--- config.mk ---
export PLATFORM = sky130hd
export DESIGN_NAME = bmp_pixel_unpack_flat
export DESIGN_NICKNAME = d
export VERILOG_FILES = /design/src/rtl/bmp_pkg.sv /design/src/rtl/bmp_pixel_unpack_if.sv /design/src/rtl/bmp_pixel_counter.sv /design/src/rtl/bmp_pixel_unpack.sv /design/src/flat_wrapper.sv
export SDC_FILE = /design/constraint.sdc
export NUM_CORES = 1
export LEC_CHECK = 0
export CAP_MARGIN = 20
export CORE_MARGIN = 1.5
export CORE_UTILIZATION = 55
export DETAILED_ROUTE_END_ITERATION = 7
export PLACE_DENSITY = 0.8
export SLEW_MARGIN = 0
export SYNTH_ARGS = -nofsm -noshare
export SYNTH_HDL_FRONTEND = slang
export SYNTH_SLANG_ARGS = --single-unit
--- constraint.sdc ---
create_clock -name clk -period 4.3 [get_ports clk]
set_clock_uncertainty 0.2 [all_clocks]
set_input_delay 0.86 -clock clk [delete_from_list [all_inputs] [get_ports clk]]
set_output_delay 0.86 -clock clk [all_outputs]
set_load 0.01 [all_outputs]
--- src/rtl/bmp_pkg.sv ---
// Shared constants and helpers for the BMP pixel unpacker: byte geometry of
// the packed input words, the pixel buffer and whole frames.
package bmp_pkg;

  localparam int BYTES_PER_PIXEL = 3;
  localparam int WORD_BYTES      = 8;
  localparam int BUF_BYTES       = 10;
  localparam int CNT_W           = 4;

  function automatic int frame_bytes(input int width, input int height);
    return width * height * BYTES_PER_PIXEL;
  endfunction

endpackage

--- src/rtl/bmp_pixel_unpack_if.sv ---
// Stream bundle for the unpacker: 64-bit packed byte words in, 24-bit RGB
// pixels with frame markers out. The unpacker takes the slave view.
interface bmp_pixel_unpack_if;

  logic [63:0] s_data;
  logic        s_valid;
  logic        s_ready;
  logic [23:0] pix_data;
  logic        pix_valid;
  logic        pix_ready;
  logic        pix_sof;
  logic        pix_eol;
  logic        pix_eof;

  modport slave (
    input  s_data, s_valid, pix_ready,
    output s_ready, pix_data, pix_valid, pix_sof, pix_eol, pix_eof
  );

  modport master (
    output s_data, s_valid, pix_ready,
    input  s_ready, pix_data, pix_valid, pix_sof, pix_eol, pix_eof
  );

endinterface

--- src/rtl/bmp_pixel_counter.sv ---
// Raster position tracker: x runs 0..WIDTH-1 along a line, y runs
// 0..HEIGHT-1 down the frame, both stepping only when advance is high.
module bmp_pixel_counter #(
  parameter int WIDTH  = 320,
  parameter int HEIGHT = 240,
  parameter int XW     = (WIDTH  > 1) ? $clog2(WIDTH)  : 1,
  parameter int YW     = (HEIGHT > 1) ? $clog2(HEIGHT) : 1
) (
  input  logic          clk,
  input  logic          reset,
  input  logic          advance,
  output logic [XW-1:0] x,
  output logic [YW-1:0] y,
  output logic          sol,
  output logic          eol,
  output logic          eof
);

  logic [XW-1:0] x_q, x_d;
  logic [YW-1:0] y_q, y_d;
  logic          x_last, y_last;

  assign x_last = (x_q == XW'(WIDTH - 1));
  assign y_last = (y_q == YW'(HEIGHT - 1));

  always_comb begin
    x_d = x_q;
    y_d = y_q;
    if (advance) begin
      if (x_last) begin
        x_d = '0;
        y_d = y_last ? '0 : y_q + YW'(1);
      end else begin
        x_d = x_q + XW'(1);
      end
    end
  end

  always_ff @(posedge clk) begin
    if (reset) begin
      x_q <= '0;
      y_q <= '0;
    end else begin
      x_q <= x_d;
      y_q <= y_d;
    end
  end

  assign x   = x_q;
  assign y   = y_q;
  assign sol = (x_q == '0);
  assign eol = x_last;
  assign eof = x_last && y_last;

endmodule

--- src/rtl/bmp_pixel_unpack.sv ---
// Unpacks 64-bit words of BMP bitmap bytes (BGR order) into one {R,G,B}
// pixel per handshake, tagging start of frame, end of line and end of frame.
module bmp_pixel_unpack
  import bmp_pkg::*;
#(
  parameter int WIDTH  = 320,
  parameter int HEIGHT = 240
) (
  input  logic              clk,
  input  logic              reset,
  bmp_pixel_unpack_if.slave io
);

  localparam int BUF_W = BUF_BYTES * 8;
  localparam int XW    = (WIDTH  > 1) ? $clog2(WIDTH)  : 1;
  localparam int YW    = (HEIGHT > 1) ? $clog2(HEIGHT) : 1;

  // A frame must end on a word boundary so the buffer is empty after eof.
  if ((frame_bytes(WIDTH, HEIGHT) % WORD_BYTES) != 0) begin : g_frame_size_check
    $fatal(1, "bmp_pixel_unpack: WIDTH*HEIGHT*3 must be a multiple of 8");
  end

  logic [BUF_W-1:0] buf_q, buf_d, buf_shift;
  logic [CNT_W-1:0] cnt_q, cnt_d, cnt_shift;
  logic             pix_valid, pix_fire, s_ready, word_fire;
  logic [XW-1:0]    x_unused;
  logic [YW-1:0]    y;
  logic             sol, eol, eof;

  assign pix_valid = !reset && (cnt_q >= CNT_W'(BYTES_PER_PIXEL));
  assign pix_fire  = pix_valid && io.pix_ready;
  // Accepting a word needs room for 8 more bytes after this cycle's pixel.
  assign s_ready   = !reset && ((cnt_q <= CNT_W'(2)) ||
                                ((cnt_q <= CNT_W'(5)) && pix_fire));
  assign word_fire = io.s_valid && s_ready;

  always_comb begin
    buf_shift = buf_q;
    cnt_shift = cnt_q;
    if (pix_fire) begin
      buf_shift = buf_q >> (8 * BYTES_PER_PIXEL);
      cnt_shift = cnt_q - CNT_W'(BYTES_PER_PIXEL);
    end
    buf_d = buf_shift;
    cnt_d = cnt_shift;
    // Bytes above cnt are always zero, so the new word can be OR-ed in place.
    if (word_fire) begin
      buf_d = buf_shift | (BUF_W'(io.s_data) << {cnt_shift, 3'b000});
      cnt_d = cnt_shift + CNT_W'(WORD_BYTES);
    end
  end

  always_ff @(posedge clk) begin
    if (reset) begin
      buf_q <= '0;
      cnt_q <= '0;
    end else begin
      buf_q <= buf_d;
      cnt_q <= cnt_d;
    end
  end

  bmp_pixel_counter #(
    .WIDTH  (WIDTH),
    .HEIGHT (HEIGHT),
    .XW     (XW),
    .YW     (YW)
  ) u_counter (
    .clk     (clk),
    .reset   (reset),
    .advance (pix_fire),
    .x       (x_unused),
    .y       (y),
    .sol     (sol),
    .eol     (eol),
    .eof     (eof)
  );

  assign io.s_ready   = s_ready;
  assign io.pix_valid = pix_valid;
  assign io.pix_data  = buf_q[23:0];
  assign io.pix_sof   = pix_valid && sol && (y == '0);
  assign io.pix_eol   = pix_valid && eol;
  assign io.pix_eof   = pix_valid && eof;

endmodule

--- src/flat_wrapper.sv ---
// flat-port wrapper written by rule: the top's interface ports become plain ports
module bmp_pixel_unpack_flat import bmp_pkg::*;
#(
  parameter int WIDTH  = 320,
  parameter int HEIGHT = 240
)
  (clk, reset, io_s_data, io_s_valid, io_pix_ready, io_s_ready, io_pix_data, io_pix_valid, io_pix_sof, io_pix_eol, io_pix_eof);
  bmp_pixel_unpack_if io_i ();
  input  logic clk;
  input  logic reset;
  input wire logic [$bits(io_i.s_data)-1:0] io_s_data;
  input wire logic [$bits(io_i.s_valid)-1:0] io_s_valid;
  input wire logic [$bits(io_i.pix_ready)-1:0] io_pix_ready;
  output wire logic [$bits(io_i.s_ready)-1:0] io_s_ready;
  output wire logic [$bits(io_i.pix_data)-1:0] io_pix_data;
  output wire logic [$bits(io_i.pix_valid)-1:0] io_pix_valid;
  output wire logic [$bits(io_i.pix_sof)-1:0] io_pix_sof;
  output wire logic [$bits(io_i.pix_eol)-1:0] io_pix_eol;
  output wire logic [$bits(io_i.pix_eof)-1:0] io_pix_eof;
  assign io_i.s_data = io_s_data;
  assign io_i.s_valid = io_s_valid;
  assign io_i.pix_ready = io_pix_ready;
  assign io_s_ready = io_i.s_ready;
  assign io_pix_data = io_i.pix_data;
  assign io_pix_valid = io_i.pix_valid;
  assign io_pix_sof = io_i.pix_sof;
  assign io_pix_eol = io_i.pix_eol;
  assign io_pix_eof = io_i.pix_eof;
  bmp_pixel_unpack #(.WIDTH(WIDTH), .HEIGHT(HEIGHT)) u_core (.clk(clk), .reset(reset), .io(io_i));
endmodule
======== After elaboration in Yosys (flattened, before gate mapping) ========
Cells that the tools add are included.
W data, S select, Z words.
operators by class
  mux-type cells .......................... 6
  multipliers ............................. 0
  shift operators ......................... 1
  bitwise logic cells ..................... 1
  $add $sub $neg .......................... 4
  reductions and logical operators ........ 15
  divide/modulo/power cells ............... 0
  equal/unequal tests ..................... 2
  $lt $le $gt $ge ......................... 3
operators by type and width
  kind                   count
  $mux W80               2
  $or A80 B80 Y80        1
  $shl A64 B7 Y80        1
  $logic_and A1 B1 Y1    10
  $add A9 B1 Y9 const B  1
  $eq A9 B9 Y1 const B   1
  $logic_not A9 Y1       1
  $mux W9                1
  $add A8 B1 Y8 const B  1
  $eq A8 B8 Y1 const B   1
  $logic_not A8 Y1       1
  $mux W4                2
  $mux W8                1
  $add A4 B4 Y4 const B  1
  $ge A4 B2 Y1 const B   1
  $le A4 B2 Y1 const B   1
  $le A4 B3 Y1 const B   1
  $sub A4 B2 Y4 const B  1
  $reduce_and A2 Y1      1
  $logic_not A1 Y1       1
  $logic_or A1 B1 Y1     1
word-level totals
  memories kept ........................... 0
  output and inout port bits .............. 29
  latch bits .............................. 0
  memory bits (read-only) ................. 0
  memory bits (writable) .................. 0
  register bits ........................... 101

======== Longest topological paths before layout ========
  depth after elaboration ................. 8
  gate-level depth with buffers ........... 12

======== Cells and area by module ========
Synthesis repeated with hierarchy kept, for this count alone.
second synthesis, totals
  cell total of the unflattened synthesis .. 989
  area total of the unflattened synthesis .. 8554.5 sq um
by module, submodules not included
  module             area an instance (sq um)  instances  cells each
  bmp_pixel_unpack   7643.6                    1          888
  bmp_pixel_counter  910.9                     1          101

======== Worst setup path after synthesis ========
Ideal clock, no wire load.
  kind .................................... register -> register
  start ................................... reg u_core.cnt_q[0]
  end ..................................... reg u_core.buf_q[37]
  path slack .............................. 1.288 ns
  period minus slack after synthesis ...... 3.012 ns
  path buffers ............................ 3
  arrival ................................. 2.690 ns
  required time ........................... 3.978 ns
  stages on the path, launching flop included .. 12
  path through ............................ dfxtp_1 -> buf_4 -> clkinv_1 -> ha_1 -> buf_2 -> and3b_1 -> nand2_4 -> nand2_4 -> buf_6 -> mux2_2 -> a21o_1 -> a221o_1
on the way
  longest elaborated chain between the ends .. 8
  elaborated cells between the ends (all ways) .. 15
ends and longest elaborated chain
  element                                               line                    text
  start: declaration                                    bmp_pixel_unpack.sv:24  logic [CNT_W-1:0] cnt_q, cnt_d, cnt_shift;
  start signal: assignment                              bmp_pixel_unpack.sv:59  cnt_q <= cnt_d;
  branches (longest 7 deep; another with $ge A4 B2 Y1)  n/a
  $mux W80 *                                            bmp_pixel_unpack.sv:47  if (word_fire) begin
  end signal: assignment                                bmp_pixel_unpack.sv:58  buf_q <= buf_d;
  end: declaration                                      bmp_pixel_unpack.sv:23  logic [BUF_W-1:0] buf_q, buf_d, buf_shift;
Mark *: on every way between the ends.
A chain may end at the register's enable or synchronous reset.

======== Final worst setup path ========
  start ................................... reg u_core.cnt_q[1]
  end ..................................... out io_s_ready
on the way
  longest elaborated chain between the ends .. 6
  elaborated cells between the ends (all ways) .. 8
ends and longest elaborated chain
  element                line                    text
  $ge A4 B2 Y1           bmp_pixel_unpack.sv:30  assign pix_valid = !reset && (cnt_q >= CNT_W'(BYTES_PER_PIXEL));
  $logic_and A1 B1 Y1    bmp_pixel_unpack.sv:30
  $logic_and A1 B1 Y1    bmp_pixel_unpack.sv:31  assign pix_fire = pix_valid && io.pix_ready;
  $logic_and A1 B1 Y1    bmp_pixel_unpack.sv:34  ((cnt_q <= CNT_W'(5)) && pix_fire));
  $logic_or A1 B1 Y1 *   bmp_pixel_unpack.sv:33  assign s_ready = !reset && ((cnt_q <= CNT_W'(2)) ||
  $logic_and A1 B1 Y1 *  bmp_pixel_unpack.sv:33
  end: declaration       flat_wrapper.sv:14      output wire logic [$bits(io_i.s_ready)-1:0] io_s_ready;
Mark *: on every way between the ends. The rest lies on a longest branch, timed or not.

==> results.md <==
* Postcts setup bufs at 0
* Later-pin clock latency in the skew report at between 300 and 400 ps
* Crit path time final at 3710 ps
* Post-synthesis compound-gate area fraction at a little under a quarter
* Fill count at 1126
* Failing checks: design-rule violations
* Total wire length at 23800 um
* Initial Util at 55.9%
* Area of the mapped netlist at 7340 sq um
* Die area at 14100 sq um
* # rows at 42
* Drt drc at 16
* Register Area at just over 2000 sq um
* Synth top area share at roughly 28%
* Post-CTS Hold Buffers at 0
* Area Growth Syn to Fin at 15.8%
* DR WL/cell at between 20 and 25 um
* Unrepaired setup endpoints after global routing: false
* HPWL Detailed at about 17000 um
* P_leak at approximately 3.2 nW
* Post-Synth XOR/XNOR Area at approximately 1.8%
* Sink Count at roughly 100
* Mapped Avg Cell Area at roughly 8 sq um
* Status: complete, but fails checks
* Num ports at between 90 and 100
* Least-Margin Pin Slew at between 900 and 1000 ps
* CP endpoint kind: output pin
* Layout cell share with drive strength beyond 1 at roughly an eighth
* Top cell type by total area after synthesis: dfxtp_1
* H-tree depth at 3
* Detailed Route Iter0 Violations at roughly 1.5k
* Simple-gate share of the synthesized area at a little under a quarter
* Final setup TNS at 0 ps
* Post-Syn Instances at around 940
* Fin. Hold Viols at 0
* Power Total at between 2 and 2.5 mW
* Combinational family with the most area after synthesis: compound AO/OA/AOI/OAI gates
* Main synth FF type: dfxtp_1
* Hold Crit Depth at 2
* First-pass GRT wire length at roughly 38000 um
* GPL Wtd Cong at 1.02
* Die Span Y at between 100 and 150 um
* DR vias/cell at between 6 and 7
* YS warnings at 0
* Crit path max fanout at 15
* Leading cell type by number of instances after synthesis: nand2_1
* Multi-input gate area at 4760 sq um
* # setup viols final at 0
* ANT cells at 0
* CTS tree: done
* Width of the die at 119 um
* Register-to-register setup slack at roughly 710 ps
* Type of origin of the critical path: flop
* Worst Reg-to-Reg Cells at 8
* Post-synth EDFFs at 0
* Clock root buffer: clkbuf_16
* Register bit total from synthesis at 101
* Yosys cell types at between 60 and 70
* Core area at between 10000 and 15000 sq um
* Post-synth ARST share at 0%
* Worst vdd ir at roughly 0.22 mV
* Final Cycle Share at between 80 and 90%
* Post-CTS Resized at 0
* WHS at roughly 280 ps
* Min-delay worst type: flop to flop
* Syn nets at slightly above 1k
* CTS Buffer Depth at 2
* CTS Buf Count at 9
* Top cells by count, synth: 167 x nand2_1, 101 x dfxtp_1, 60 x nor2_1, 54 x o21ai_0, 51 x mux2i_1
* Post-synthesis mux area share at roughly 16%
* Max-Cap Viols at 0
* Drt first pass iters at 8
* Clk slew on worst S/H paths at roughly 70 ps
* Seq/Total Area, Yosys at 27.5%
* Net total in the final layout at approximately 1.1k
* Largest net degree at the start of global routing at 60
* Power Density at 293 nW/um^2
* CP required at around 3200 ps
* GRT Overall Usage at about a third
* FMAX at about 0.27 GHz
* Slew headroom at between 30% and 40%
* Synth Area in Adders at under 10%
* Post-DRT Antenna Nets at 0
* Count of input and output buffers at 96
* Antenna violations before repair at 0
* Worst EP arrival at ~2700 ps
* Crit Path Category: flop to output pin
* Synth area leaders: dfxtp_1 28%, nand2_1 8.5%, mux2i_1 7.0%
* Slew Viols, Final at 0
* Vias after detailed routing at roughly 7.7k
* Vias in the first global route at 6899
* GRT overflow at 0
-- kinds of logic (layout without fill, tap and decap cells) --
kind of cell,count (synthesis),count (layout)
compound gates,256,256
buf+inv,105,148
mux,96,96
simple gates,358,358
flops,101,101
fa+ha+maj,8,8
xor+xnor,15,15
-- final timing paths --
check,from,to
max,u_core.cnt_q[1]$_SDFF_PP0_,io_s_ready
min,u_core.buf_q[37]$_SDFF_PP0_,u_core.buf_q[13]$_SDFF_PP0_
max reg2reg,u_core.cnt_q[0]$_SDFF_PP0_,u_core.buf_q[72]$_SDFF_PP0_
min reg2reg,u_core.buf_q[37]$_SDFF_PP0_,u_core.buf_q[13]$_SDFF_PP0_
-- cell type report --
cell class | count | area share, %
clock buffers | 10 | 2.69
well taps | 176 | 2.59
repair buffers | 127 | 14.0
flip-flops and latches | 101 | 23.8
clock inverters | 4 | 0.603
inverters | 7 | 0.309
multi-input cells | 733 | 56.0
-- metal layers --
metal	GRT usage [%]	up-vias	part of all wire, %	wire length (um)
met2	46.3	634	41	9760
met1	48.1	3473	40	9600
met5	0	-	0	0
met3	13.4	79	16	3880
met4	10.0	0	2.4	572
li1	-	3509	-	-
-- flip-flops by register name (all words and copies together), names as in the netlist --
register,flops
u_core.buf_q,80
u_core.u_counter.x,9
u_core.u_counter.y,8
u_core.cnt_q,4
-- critical path, stage by stage (launching register included) --
cell and delay (ps):
dfxtp_1 310, buf_4 260, ha_1 440, nor3_4 160
o32ai_2 340, nor3b_1 210, clkdlybuf4s50_1 560
-- power by group --
part           internal [mW]  switching (mW)  leakage, nW
logic                  0.268           0.343         2.28
clock network          0.446           0.379        0.134
registers               1.01          0.0479        0.825
total                   1.72           0.770         3.24
-- placed cells by master, fill, tap and decap left out, types with 6 or more instances in the layout --
cell,n
buf_4,31
clkdlybuf4s50_1,95
mux4_2,10
ha_1,8
a21oi_1,48
o21ai_0,54
inv_1,6
o41ai_1,7
o22ai_1,29
clkbuf_16,9
mux2_2,33
a221oi_1,8
nand2_1,166
a31oi_1,28
nand3_1,46
a211oi_1,7
a22oi_1,23
xnor2_1,7
o21ai_1,6
and2_1,7
and3_1,17
mux2i_1,51
a221o_1,18
dfxtp_1,101
nor3_1,18
xor2_1,8
nand4_1,8
nor2_1,57
-- stage by stage --
| step | cells | instance area, sq um | util [%] | worst slack (ps) |
|---|---|---|---|---|
| after floorplan | 939 | 7340 | - | 1290 |
| after global placement | 1144 | 8220 | 62.6 | 630 |
| after detailed placement | 1144 | 8220 | 62.6 | 557 |
| after CTS | 1158 | 8500 | 64.7 | 619 |
| after global routing | 1158 | 8500 | 64.7 | 482 |
| final | 1158 | 8500 | 64.7 | 593 |
Note: power is estimated with default switching activity, not from simulation.
